--- src/rtl/vga_pkg.sv ---
// -----------------------------------------------------------------------------
// vga_pkg
// Shared types and constants for the raster timing generator.
//   mode_t      : pattern select (grid, colour bars, checkerboard, external)
//   rgb_t       : 24-bit packed {r, g, b} pixel
//   RGB_*       : colour constants used by the bar pattern
//   bar_colour(): bar index (0 = leftmost) -> colour
// -----------------------------------------------------------------------------
package vga_pkg;

    typedef enum logic [1:0] {
        MODE_GRID    = 2'd0,
        MODE_BARS    = 2'd1,
        MODE_CHECKER = 2'd2,
        MODE_EXT     = 2'd3
    } mode_t;

    typedef struct packed {
        logic [7:0] r;
        logic [7:0] g;
        logic [7:0] b;
    } rgb_t;

    localparam rgb_t RGB_WHITE   = 24'hFFFFFF;
    localparam rgb_t RGB_YELLOW  = 24'hFFFF00;
    localparam rgb_t RGB_CYAN    = 24'h00FFFF;
    localparam rgb_t RGB_GREEN   = 24'h00FF00;
    localparam rgb_t RGB_MAGENTA = 24'hFF00FF;
    localparam rgb_t RGB_RED     = 24'hFF0000;
    localparam rgb_t RGB_BLUE    = 24'h0000FF;
    localparam rgb_t RGB_BLACK   = 24'h000000;

    function automatic rgb_t bar_colour(input logic [2:0] idx);
        case (idx)
            3'd0:    return RGB_WHITE;
            3'd1:    return RGB_YELLOW;
            3'd2:    return RGB_CYAN;
            3'd3:    return RGB_GREEN;
            3'd4:    return RGB_MAGENTA;
            3'd5:    return RGB_RED;
            3'd6:    return RGB_BLUE;
            default: return RGB_BLACK;
        endcase
    endfunction

endpackage

--- src/rtl/video_if.sv ---
// -----------------------------------------------------------------------------
// video_if
// Parallel LCD/VGA output bundle.
//   CLK   : pixel clock forwarded to the panel
//   HS/VS : sync pulses (polarity set by the driving generator)
//   BLANK : 1 = visible pixel, 0 = blanked
//   RGB   : 24-bit {R,G,B}
// -----------------------------------------------------------------------------
interface video_if;
    logic        CLK;
    logic        HS;
    logic        VS;
    logic        BLANK;
    logic [23:0] RGB;

    modport master (output CLK, HS, VS, BLANK, RGB);
    modport slave  (input  CLK, HS, VS, BLANK, RGB);
endinterface

--- src/rtl/vga_pattern_rom.sv ---
// -----------------------------------------------------------------------------
// vga_pattern_rom
// Combinational test-pattern source for the internal modes.
//   mode   in  pattern select (MODE_EXT yields black; the top handles it)
//   h_cnt  in  horizontal counter
//   v_low  in  low GRID_LOG2+1 bits of the vertical counter
//   rgb    out pattern colour for (h_cnt, v_cnt)
// Only the low vertical bits are needed: grid and checker look at bits
// [GRID_LOG2:0] and the bars are purely horizontal.
// -----------------------------------------------------------------------------
module vga_pattern_rom
    import vga_pkg::*;
#(
    parameter int HDISP     = 800,
    parameter int GRID_LOG2 = 4,
    parameter int H_W       = 10
) (
    input  mode_t              mode,
    input  logic [H_W-1:0]     h_cnt,
    input  logic [GRID_LOG2:0] v_low,
    output rgb_t               rgb
);

    localparam int BAR_W = HDISP / 8;

    logic [2:0] bar_idx;

    // Threshold chain rather than a divider; anything past the 8th
    // threshold (the integer-division remainder) stays in the last bar.
    always_comb begin
        bar_idx = 3'd0;
        for (int i = 1; i < 8; i++) begin
            if (int'(h_cnt) >= i * BAR_W) bar_idx = 3'(i);
        end
    end

    always_comb begin
        rgb = RGB_BLACK;
        case (mode)
            MODE_GRID: begin
                if ((h_cnt[GRID_LOG2-1:0] == '0) || (v_low[GRID_LOG2-1:0] == '0))
                    rgb = RGB_WHITE;
            end
            MODE_BARS:    rgb = bar_colour(bar_idx);
            MODE_CHECKER: begin
                if (h_cnt[GRID_LOG2] ^ v_low[GRID_LOG2]) rgb = RGB_WHITE;
            end
            default:      rgb = RGB_BLACK;
        endcase
    end

endmodule

--- src/rtl/vga_timing_gen.sv ---
// -----------------------------------------------------------------------------
// vga_timing_gen
// Parametrised raster timing generator and pattern source.
//   pixel_clk      in   pixel clock
//   pixel_rst      in   synchronous active-high reset
//   mode           in   0 grid, 1 bars, 2 checker, 3 external stream
//   pix_data       in   external pixel {R,G,B}
//   pix_valid      in   pix_data valid
//   pix_ready      out  pix_data consumed this cycle (external mode, active)
//   sof            out  pulse on the first active pixel of a frame
//   underflow      out  sticky: ready seen without valid
//   underflow_clr  in   clears underflow (a same-cycle underflow wins)
//   underflow_cnt  out  [VGA_UNDERFLOW_CNT_EN only] saturating underflow count
//   video_ifm      video_if.master: CLK, HS, VS, BLANK, RGB
// Optional feature macro: VGA_UNDERFLOW_CNT_EN.
// All video outputs are registered one cycle after the counters they decode.
// -----------------------------------------------------------------------------
module vga_timing_gen
    import vga_pkg::*;
#(
    parameter int   HDISP     = 800,
    parameter int   VDISP     = 480,
    parameter int   HFP       = 40,
    parameter int   HPULSE    = 48,
    parameter int   HBP       = 40,
    parameter int   VFP       = 13,
    parameter int   VPULSE    = 3,
    parameter int   VBP       = 29,
    parameter logic HS_POL    = 1'b0,
    parameter logic VS_POL    = 1'b0,
    parameter int   GRID_LOG2 = 4
) (
    input  logic        pixel_clk,
    input  logic        pixel_rst,
    input  logic [1:0]  mode,
    input  logic [23:0] pix_data,
    input  logic        pix_valid,
    output logic        pix_ready,
    output logic        sof,
    output logic        underflow,
    input  logic        underflow_clr,
`ifdef VGA_UNDERFLOW_CNT_EN
    output logic [15:0] underflow_cnt,
`endif
    video_if.master     video_ifm
);

    localparam int H_TOTAL = HDISP + HFP + HPULSE + HBP;
    localparam int V_TOTAL = VDISP + VFP + VPULSE + VBP;
    localparam int H_W     = $clog2(H_TOTAL);
    localparam int V_W     = $clog2(V_TOTAL);

    localparam logic [H_W-1:0] H_LAST   = H_W'(H_TOTAL - 1);
    localparam logic [H_W-1:0] H_ACT    = H_W'(HDISP);
    localparam logic [H_W-1:0] HS_START = H_W'(HDISP + HFP);
    localparam logic [H_W-1:0] HS_END   = H_W'(HDISP + HFP + HPULSE);
    localparam logic [V_W-1:0] V_LAST   = V_W'(V_TOTAL - 1);
    localparam logic [V_W-1:0] V_ACT    = V_W'(VDISP);
    localparam logic [V_W-1:0] VS_START = V_W'(VDISP + VFP);
    localparam logic [V_W-1:0] VS_END   = V_W'(VDISP + VFP + VPULSE);

    logic [H_W-1:0] h_cnt;
    logic [V_W-1:0] v_cnt;
    mode_t          mode_lat;

    logic  at_origin_p0;
    logic  act_p0;
    logic  hs_act_p0;
    logic  vs_act_p0;
    logic  uf_evt_p0;
    mode_t mode_eff_p0;
    rgb_t  rom_rgb_p0;
    rgb_t  rgb_nxt_p0;

    logic  hs_p1;
    logic  vs_p1;
    logic  blank_p1;
    rgb_t  rgb_p1;

    // ---- Stage 0: counters and decode ----
    always_ff @(posedge pixel_clk) begin
        if (pixel_rst) begin
            h_cnt    <= '0;
            v_cnt    <= '0;
            mode_lat <= MODE_GRID;
        end else begin
            if (at_origin_p0) mode_lat <= mode_t'(mode);
            if (h_cnt == H_LAST) begin
                h_cnt <= '0;
                v_cnt <= (v_cnt == V_LAST) ? '0 : v_cnt + V_W'(1);
            end else begin
                h_cnt <= h_cnt + H_W'(1);
            end
        end
    end

    assign at_origin_p0 = (h_cnt == '0) && (v_cnt == '0);
    // The origin pixel already belongs to the new frame, so it uses the
    // freshly sampled mode; every later pixel uses the latched copy.
    assign mode_eff_p0  = at_origin_p0 ? mode_t'(mode) : mode_lat;
    assign act_p0       = (h_cnt < H_ACT) && (v_cnt < V_ACT);
    assign hs_act_p0    = (h_cnt >= HS_START) && (h_cnt < HS_END);
    assign vs_act_p0    = (v_cnt >= VS_START) && (v_cnt < VS_END);

    assign pix_ready = act_p0 && (mode_eff_p0 == MODE_EXT);
    assign sof       = act_p0 && at_origin_p0;
    assign uf_evt_p0 = pix_ready && !pix_valid;

    vga_pattern_rom #(
        .HDISP     (HDISP),
        .GRID_LOG2 (GRID_LOG2),
        .H_W       (H_W)
    ) u_rom (
        .mode  (mode_eff_p0),
        .h_cnt (h_cnt),
        .v_low (v_cnt[GRID_LOG2:0]),
        .rgb   (rom_rgb_p0)
    );

    always_comb begin
        rgb_nxt_p0 = RGB_BLACK;
        if (act_p0) begin
            if (mode_eff_p0 == MODE_EXT)
                rgb_nxt_p0 = pix_valid ? rgb_t'(pix_data) : RGB_BLACK;
            else
                rgb_nxt_p0 = rom_rgb_p0;
        end
    end

    // ---- Stage 1: registered video outputs and underflow status ----
    always_ff @(posedge pixel_clk) begin
        if (pixel_rst) begin
            hs_p1    <= ~HS_POL;
            vs_p1    <= ~VS_POL;
            blank_p1 <= 1'b0;
            rgb_p1   <= RGB_BLACK;
        end else begin
            hs_p1    <= hs_act_p0 ? HS_POL : ~HS_POL;
            vs_p1    <= vs_act_p0 ? VS_POL : ~VS_POL;
            blank_p1 <= act_p0;
            rgb_p1   <= rgb_nxt_p0;
        end
    end

    always_ff @(posedge pixel_clk) begin
        if (pixel_rst)          underflow <= 1'b0;
        else if (uf_evt_p0)     underflow <= 1'b1;
        else if (underflow_clr) underflow <= 1'b0;
    end

`ifdef VGA_UNDERFLOW_CNT_EN
    always_ff @(posedge pixel_clk) begin
        if (pixel_rst)
            underflow_cnt <= '0;
        else if (underflow_clr)
            underflow_cnt <= uf_evt_p0 ? 16'd1 : 16'd0;
        else if (uf_evt_p0 && (underflow_cnt != 16'hFFFF))
            underflow_cnt <= underflow_cnt + 16'd1;
    end
`endif

    assign video_ifm.CLK   = pixel_clk;
    assign video_ifm.HS    = hs_p1;
    assign video_ifm.VS    = vs_p1;
    assign video_ifm.BLANK = blank_p1;
    assign video_ifm.RGB   = rgb_p1;

endmodule
--- src/flat_wrapper.sv ---
// flat-port wrapper written by rule: the top's interface ports become plain ports
module vga_timing_gen_flat import vga_pkg::*;
#(
    parameter int   HDISP     = 800,
    parameter int   VDISP     = 480,
    parameter int   HFP       = 40,
    parameter int   HPULSE    = 48,
    parameter int   HBP       = 40,
    parameter int   VFP       = 13,
    parameter int   VPULSE    = 3,
    parameter int   VBP       = 29,
    parameter logic HS_POL    = 1'b0,
    parameter logic VS_POL    = 1'b0,
    parameter int   GRID_LOG2 = 4
)
  (pixel_clk, pixel_rst, mode, pix_data, pix_valid, pix_ready, sof, underflow, underflow_clr, video_ifm_CLK, video_ifm_HS, video_ifm_VS, video_ifm_BLANK, video_ifm_RGB);
  video_if video_ifm_i ();
  input  logic pixel_clk;
  input  logic pixel_rst;
  input  logic [1:0] mode;
  input  logic [23:0] pix_data;
  input  logic pix_valid;
  output logic pix_ready;
  output logic sof;
  output logic underflow;
  input  logic underflow_clr;
  output wire logic [$bits(video_ifm_i.CLK)-1:0] video_ifm_CLK;
  output wire logic [$bits(video_ifm_i.HS)-1:0] video_ifm_HS;
  output wire logic [$bits(video_ifm_i.VS)-1:0] video_ifm_VS;
  output wire logic [$bits(video_ifm_i.BLANK)-1:0] video_ifm_BLANK;
  output wire logic [$bits(video_ifm_i.RGB)-1:0] video_ifm_RGB;
  assign video_ifm_CLK = video_ifm_i.CLK;
  assign video_ifm_HS = video_ifm_i.HS;
  assign video_ifm_VS = video_ifm_i.VS;
  assign video_ifm_BLANK = video_ifm_i.BLANK;
  assign video_ifm_RGB = video_ifm_i.RGB;
  vga_timing_gen #(.HDISP(HDISP), .VDISP(VDISP), .HFP(HFP), .HPULSE(HPULSE), .HBP(HBP), .VFP(VFP), .VPULSE(VPULSE), .VBP(VBP), .HS_POL(HS_POL), .VS_POL(VS_POL), .GRID_LOG2(GRID_LOG2)) u_core (.pixel_clk(pixel_clk), .pixel_rst(pixel_rst), .mode(mode), .pix_data(pix_data), .pix_valid(pix_valid), .pix_ready(pix_ready), .sof(sof), .underflow(underflow), .underflow_clr(underflow_clr), .video_ifm(video_ifm_i));
endmodule
--- config.mk ---
export PLATFORM = sky130hd
export DESIGN_NAME = vga_timing_gen_flat
export DESIGN_NICKNAME = d
export VERILOG_FILES = /design/src/rtl/vga_pkg.sv /design/src/rtl/video_if.sv /design/src/rtl/vga_pattern_rom.sv /design/src/rtl/vga_timing_gen.sv /design/src/flat_wrapper.sv
export SDC_FILE = /design/constraint.sdc
export NUM_CORES = 1
export LEC_CHECK = 0
export BUFFER_PORTS_ARGS = -buffer_cell sky130_fd_sc_hd__buf_2
export CORE_MARGIN = 1
export CORE_UTILIZATION = 53
export DETAILED_ROUTE_END_ITERATION = 8
export PLACE_DENSITY = 0.78
export SYNTH_ARGS = -nofsm -noshare
export SYNTH_HDL_FRONTEND = slang
export SYNTH_SLANG_ARGS = --single-unit
export TNS_END_PERCENT = 10
--- constraint.sdc ---
create_clock -name pixel_clk -period 2.9 [get_ports pixel_clk]
set_clock_uncertainty 0.1 [all_clocks]
set_input_delay 0.435 -clock pixel_clk [delete_from_list [all_inputs] [get_ports pixel_clk]]
set_output_delay 0.435 -clock pixel_clk [all_outputs]
set_load 0.02 [all_outputs]
==> results by group, run 1 <==
Worst setup path
  – Data arrival time of the worst path: approximately 2.4 ns
  – Max FO, Critical Path: 3
  – FF-to-FF path depth: 9
  – CP Capture Type: output pin
  – Reg2reg end: u_core.video_ifm.RGB[23]
  – Crit path to: pix_ready
  – Reg-to-Reg Start: u_core.h_cnt[0]
  – Crit Path Class: reg -> out
  – Startpoint types: flip-flop
  – Critical Path RT: 2.37 ns
  – R2r setup slk: approximately 0.18 ns
  – Crit path from: u_core.h_cnt[0]

Hold path
  – Worst Min Path Start: pix_data[18]
  – Worst Hold Class: in -> reg

Synthesis
  – Gate Count Post-Synth: 284
  – Post-Syn Area: 2506 sq um
  – Top-count cell post-synth: dfxtp_1
  – Main synth FF type: dfxtp_1
  – Register area share after synthesis: 0.3994
  – Yosys top cell area share: 0.3994
  – Yosys cell types: 48
  – Top area cells in the synthesized netlist: dfxtp_1, o221ai_1, o211ai_1
  – Ys async rst share: 0
  – Synth Warn #: 0
  – Post-synth EDFFs: 0
  – Syn Nets: between 300 and 400
  – Mean Syn Cell Area: about 8.8 sq um
  – Number of synthesized register bits: 50
  – Yosys top cell by area: dfxtp_1
  – Post-synth top cells: dfxtp_1, nor2_1, o211ai_1, o221ai_1, nand2_1

Drt
  – DRC: 18
  – Pre-antenna DRT Iters: 7
  – DR vias/cell: between 6 and 7
  – DR WL/cell: between 10 and 15 microns
  – Post-Route WL: 5691 microns
  – DRT antenna net count: 0
  – Vias: approximately 2400
  – Initial drt markers: 177

STA
  – Tightest Pin Transition: around 0.65 ns
  – Final period util: 1.024
  – Final Hold Fails: 0
  – Slew HR: 0.5685
  – Post-route worst setup slack: -0.06981 ns
  – Max Fclk: roughly 0.34 GHz
  – Final setup violation count: 1
  – Max Slew Vio Count: 0
  – Fin crit period: just under 3 ns
  – RSZ-0062 raised after global routing: yes
  – Worst hold slack: 0.1673 ns

Layout
  – Antenna diodes: 0
  – Final #Nets: 380
  – Area delta synth->final: 21.52%
  – Fraction of layout cells with a size suffix above 1: 0.2948
  – Finished Layout Cells: 398
  – Finished Core Util: 0.6852

Global route
  – Vias in the first global route: between 2000 and 2500
  – First-pass GRT wire length: roughly 9400 microns
  – GRT Total Usage: 0.2369
  – Largest net degree at the start of global routing: 27
  – Initial antenna violation count: 0
  – Remaining global-route overflow: 0

Power and ir drop
  – P_leak: 0.001284 uW
  – Power Density: 552.1 nW/um^2
  – Maximum VDD drop: ~0.00025 V

Clock network
  – Number of hold buffers added after CTS: 0
  – Clock Latency Late Sink: around 0.41 ns
  – Clock transition at path regs: roughly 0.090 ns
  – CTS tree: built

Place
  – Post-detail-place hpwl: ~3800 microns
  – Inst Count DP: ~380
  – GP Congestion: between 0.8 and 0.9
  – Setup slack at placement: 0.2279 ns
  – PortBufs: 60

Flow run
  – Max cap viols: 0

Die
  – Die area: between 5000 and 6000 sq um
  – Chip Height: 70.77 microns
  – # rows: 24
  – Top Ports: between 60 and 70
  – DIE WIDTH: 70.77 microns
  – Initial core utilization: 0.5639
  – Core ar.: about 4400 sq um

Run status
  – Status: complete, but fails checks
  – Failing checks: design-rule violations, negative setup slack
==> cell type report <==
type | count | area [sq um]
fill | 383 | 1399
multi-input combinational | 196 | 1353
sequential | 50 | 1003
timing repair buffer | 77 | 445.4
clock buffer | 11 | 132.6
tap | 52 | 65.06
inverter | 11 | 41.29
clock inverter | 1 | 5.005
==> logic make-up after synthesis <==
group | Yosys count | share of synthesized area
adders and majority gates | 5 | 0.02496
muxes | 4 | 0.01598
DFF | 50 | 0.3994
xor gates and xnor gates | 17 | 0.05941
AOI/OAI and AO/OA | 70 | 0.2142
and+or+nand+nor | 100 | 0.2157
buffers and inverters | 38 | 0.07039
==> worst min path at each step <==
stage	slack, ns	end	cells after the start
2_1_floorplan	0.34	u_core.h_cnt[0]	1
3_3_place_gp	0.36	u_core.h_cnt[0]	1
3_5_place_dp	0.36	u_core.underflow	2
4_1_cts	0.16	u_core.video_ifm.RGB[18]	3
5_1_grt	0.16	u_core.video_ifm.RGB[13]	3
6_report	0.17	u_core.video_ifm.RGB[18]	3
==> flip-flops by register name (all words and copies together), names as in the netlist <==
signal,flops
u_core.video_ifm.VS,1
u_core.mode_lat,2
u_core.v_cnt,10
u_core.underflow,1
u_core.video_ifm.BLANK,1
u_core.video_ifm.HS,1
u_core.h_cnt,10
u_core.video_ifm.RGB,24
==> worst max-delay path: stages (launching register included) <==
cell and delay (ns):
dfxtp_2 0.33, inv_2 0.06, ha_4 0.12, or4b_1 0.42, or4_4 0.47, o31a_1 0.29
nor2_2 0.12, nor3_2 0.04, buf_4 0.16
==> where the power goes <==
part           total (uW)  internal (uW)  switching [uW]
combinational         352            144             208
clock                 556            290             265
sequential            774            755            18.9
total                1680           1190             492
==> repair_timing <==
| action | 4_1_cts | 5_1_grt |
|---|---|---|
| endpoints found under the setup margin | 1 | 13 |
| pin swaps | 5 | 6 |
| endpoints found under the hold margin | 0 | 0 |
| resized for setup | 7 | 1 |
| buffers inserted | 4 | 1 |
==> stage by stage <==
step	power [uW]	TNS, ns	instance area (sq um)
2_1_floorplan	1050	0	2511
3_3_place_gp	1152	0	2855
3_5_place_dp	1155	0	2855
4_1_cts	1691	-0.1916	3035
5_1_grt	1760	-0.1523	3045
6_report	1681	-0.06981	3045
==> per-layer routing <==
layer  track usage  vias to the layer above  wire length, microns
li1              -                     1179                     -
met3       0.06980                       12                   461
met5             0                        -                     0
met2        0.3750                      115                  2662
met1        0.3009                     1100                  2458
met4        0.1044                        0                   109
==> layout by cell type (no fill, tap or decap), types with 3 or more instances in the layout <==
cell type and count:
and3_1 3, nor3_1 5, nand2b_1 3, buf_2 59, nor4_1 6, a21oi_1 6
nand2_1 13, ha_1 4, xnor2_1 7, nand3_1 10, buf_4 18, nor4b_1 3
o211ai_1 24, xor2_1 10, o21ai_0 3, nand4_1 7, inv_1 9, o221ai_1 24
dfxtp_1 48, or2_2 3, clkbuf_8 9, nor2_1 31, mux2i_1 3
No activity file was read; power rests on OpenSTA's default activity.
==> run 2, diff against run 1 <==
==> constraint.sdc (replaced) <==
create_clock -name pixel_clk -period 3.1 [get_ports pixel_clk]
set_clock_uncertainty 0.1 [all_clocks]
set_input_delay 0.465 -clock pixel_clk [delete_from_list [all_inputs] [get_ports pixel_clk]]
set_output_delay 0.465 -clock pixel_clk [all_outputs]
set_load 0.02 [all_outputs]
==> run 2 against run 1 <==
The run ends with design-rule violations left. Combinational power is 9.7% lower. Clock power hardly changed. Register-to-register slack better by 0.16 ns. Die area stayed put. Critical path type unchanged. Critical endpoint unchanged. Largest cell class unchanged.
==> results by group, run 2 (synthesis gave the netlist of run 1 again) <==
Run status
  – Status: complete, but fails checks
  – Failing checks: design-rule violations

Layout
  – Final #Nets: 376
  – Area taken by multi-input logic gates: around 1400 sq um
  – Most common library cell in the layout ignoring fill and taps: buf_2
  – Most frequent cells in the layout: buf_2, dfxtp_1, nor2_1, o211ai_1, o221ai_1
  – Area delta synth->final: 20.67%
  – Fraction of layout cells with a size suffix above 1: 0.2953
  – Fillers: 354
  – Antenna diodes: 0
  – Max FFs per register: 24
  – Sequential cell area: ~1000 sq um

STA
  – Fin crit period: between 2 and 3 ns
  – Setup TNS: 0 ns
  – Tightest Pin Transition: 0.6789 ns
  – Final period util: 0.9584
  – Slew HR: 0.5474
  – Final setup violation count: 0
  – Worst hold slack: between 0.2 and 0.25 ns
  – Final Hold Fails: 0
  – RSZ-0062 raised after global routing: no
  – Max Slew Vio Count: 0
  – Max Fclk: approximately 0.34 GHz

Power and ir drop
  – Power Density: roughly 530 nW/um^2
  – P_leak: approximately 0.0013 uW
  – Maximum VDD drop: ~0.00023 V

Hold path
  – Hold Path End: u_core.video_ifm.RGB[11]
  – Hold depth: 3
  – Worst Min Path Start: pix_data[11]
  – Worst Hold Class: in -> reg

Die
  – Chip Height: a little over 70 microns
  – Core ar.: roughly 4400 sq um
  – DIE WIDTH: 70.77 microns
  – Top Ports: 61
  – # rows: 24
  – Initial core utilization: 0.5639
  – Die area: ~5000 sq um

Worst setup path
  – CP Capture Type: output pin
  – Reg2reg end: u_core.video_ifm.RGB[20]
  – FF-to-FF path depth: 9
  – Critical Path RT: roughly 2.5 ns
  – Data arrival time of the worst path: between 2 and 2.5 ns
  – Crit Path Class: reg -> out
  – R2r setup slk: roughly 0.34 ns
  – Max FO, Critical Path: 3
  – Reg-to-Reg Start: u_core.h_cnt[1]
  – Startpoint types: flip-flop

Drt
  – Post-Route WL: about 5600 microns
  – DR WL/cell: 14.28 microns
  – Pre-antenna DRT Iters: 6
  – Vias: between 2000 and 2500
  – DRC: 16
  – Initial drt markers: approximately 170
  – DRT antenna net count: 0
  – DR vias/cell: roughly 6

Global route
  – Remaining global-route overflow: 0
  – Largest net degree at the start of global routing: 27
  – Vias in the first global route: between 2000 and 2500
  – Initial antenna violation count: 0
  – GRT Total Usage: 0.2300
  – First-pass GRT wire length: slightly above 9000 microns

Clock network
  – Clock transition at path regs: approximately 0.08 ns
  – CTS tree: built
  – Clock Latency Late Sink: about 0.4 ns
  – Number of hold buffers added after CTS: 0

Place
  – PortBufs: 60
  – Post-detail-place hpwl: approximately 3800 microns
  – GP Congestion: a little over 0.8

Flow run
  – Max cap viols: 0
==> run 2: worst max-delay path: stages (launching register included) <==
cell and delay [ns]:
dfxtp_2 0.34, inv_2 0.06, ha_4 0.13, or4b_1 0.42, or4_4 0.46, o31a_1 0.28
nor2_2 0.10, nor3_2 0.04, buf_4 0.16
==> run 2: power by group <==
group | switching, uW | internal [uW] | leakage, uW | total [uW]
Sequential | 17.7 | 706 | 0.000414 | 724
Clock | 240 | 316 | 0.0000830 | 556
Combinational | 191 | 127 | 0.000771 | 318
==> run 2: worst max path at each step <==
| stage | start | endpoint |
|---|---|---|
| after CTS | u_core.h_cnt[1] | pix_ready |
| final | u_core.h_cnt[1] | pix_ready |
| after global placement | u_core.h_cnt[0] | pix_ready |
| after detailed placement | u_core.h_cnt[0] | u_core.video_ifm.RGB[20] |
| after global routing | u_core.h_cnt[1] | pix_ready |
| after floorplan | u_core.h_cnt[0] | pix_ready |
==> run 2: what timing repair did <==
item,CTS,global route
setup endpoints to repair,1,1
resized for setup,8,2
pin swaps,6,2
setup buffers,4,0
==> run 2: layer usage <==
layer | GRT usage | share of wire | up-vias
li1 | - | - | 1165
met1 | 0.2936 | 0.42 | 1096
met2 | 0.3814 | 0.49 | 96
met3 | 0.04701 | 0.077 | 7
met4 | 0.09333 | 0.012 | 0
met5 | 0 | 0 | -
==> run 2: final cells by class <==
cell class | count | area share
Clock buffer | 12 | 0.05172
Inverter | 11 | 0.01365
Multi-Input combinational cell | 196 | 0.4472
Sequential cell | 50 | 0.3326
Tap cell | 52 | 0.02151
Timing Repair Buffer | 73 | 0.1332
==> run 2: per-stage QoR <==
step | cells | utilization | instance area, sq um | total power (uW) | setup WS, ns
final | 394 | 0.6805 | 3024 | 1598 | 0.1288
after global routing | 394 | 0.6805 | 3024 | 1672 | 0.03600
after CTS | 394 | 0.6796 | 3020 | 1609 | 0.002929
after detailed placement | 379 | 0.6346 | 2820 | 1072 | 0.4125
after global placement | 379 | 0.6346 | 2820 | 1069 | 0.4350
after floorplan | 284 | - | 2511 | 982.4 | 0.1607
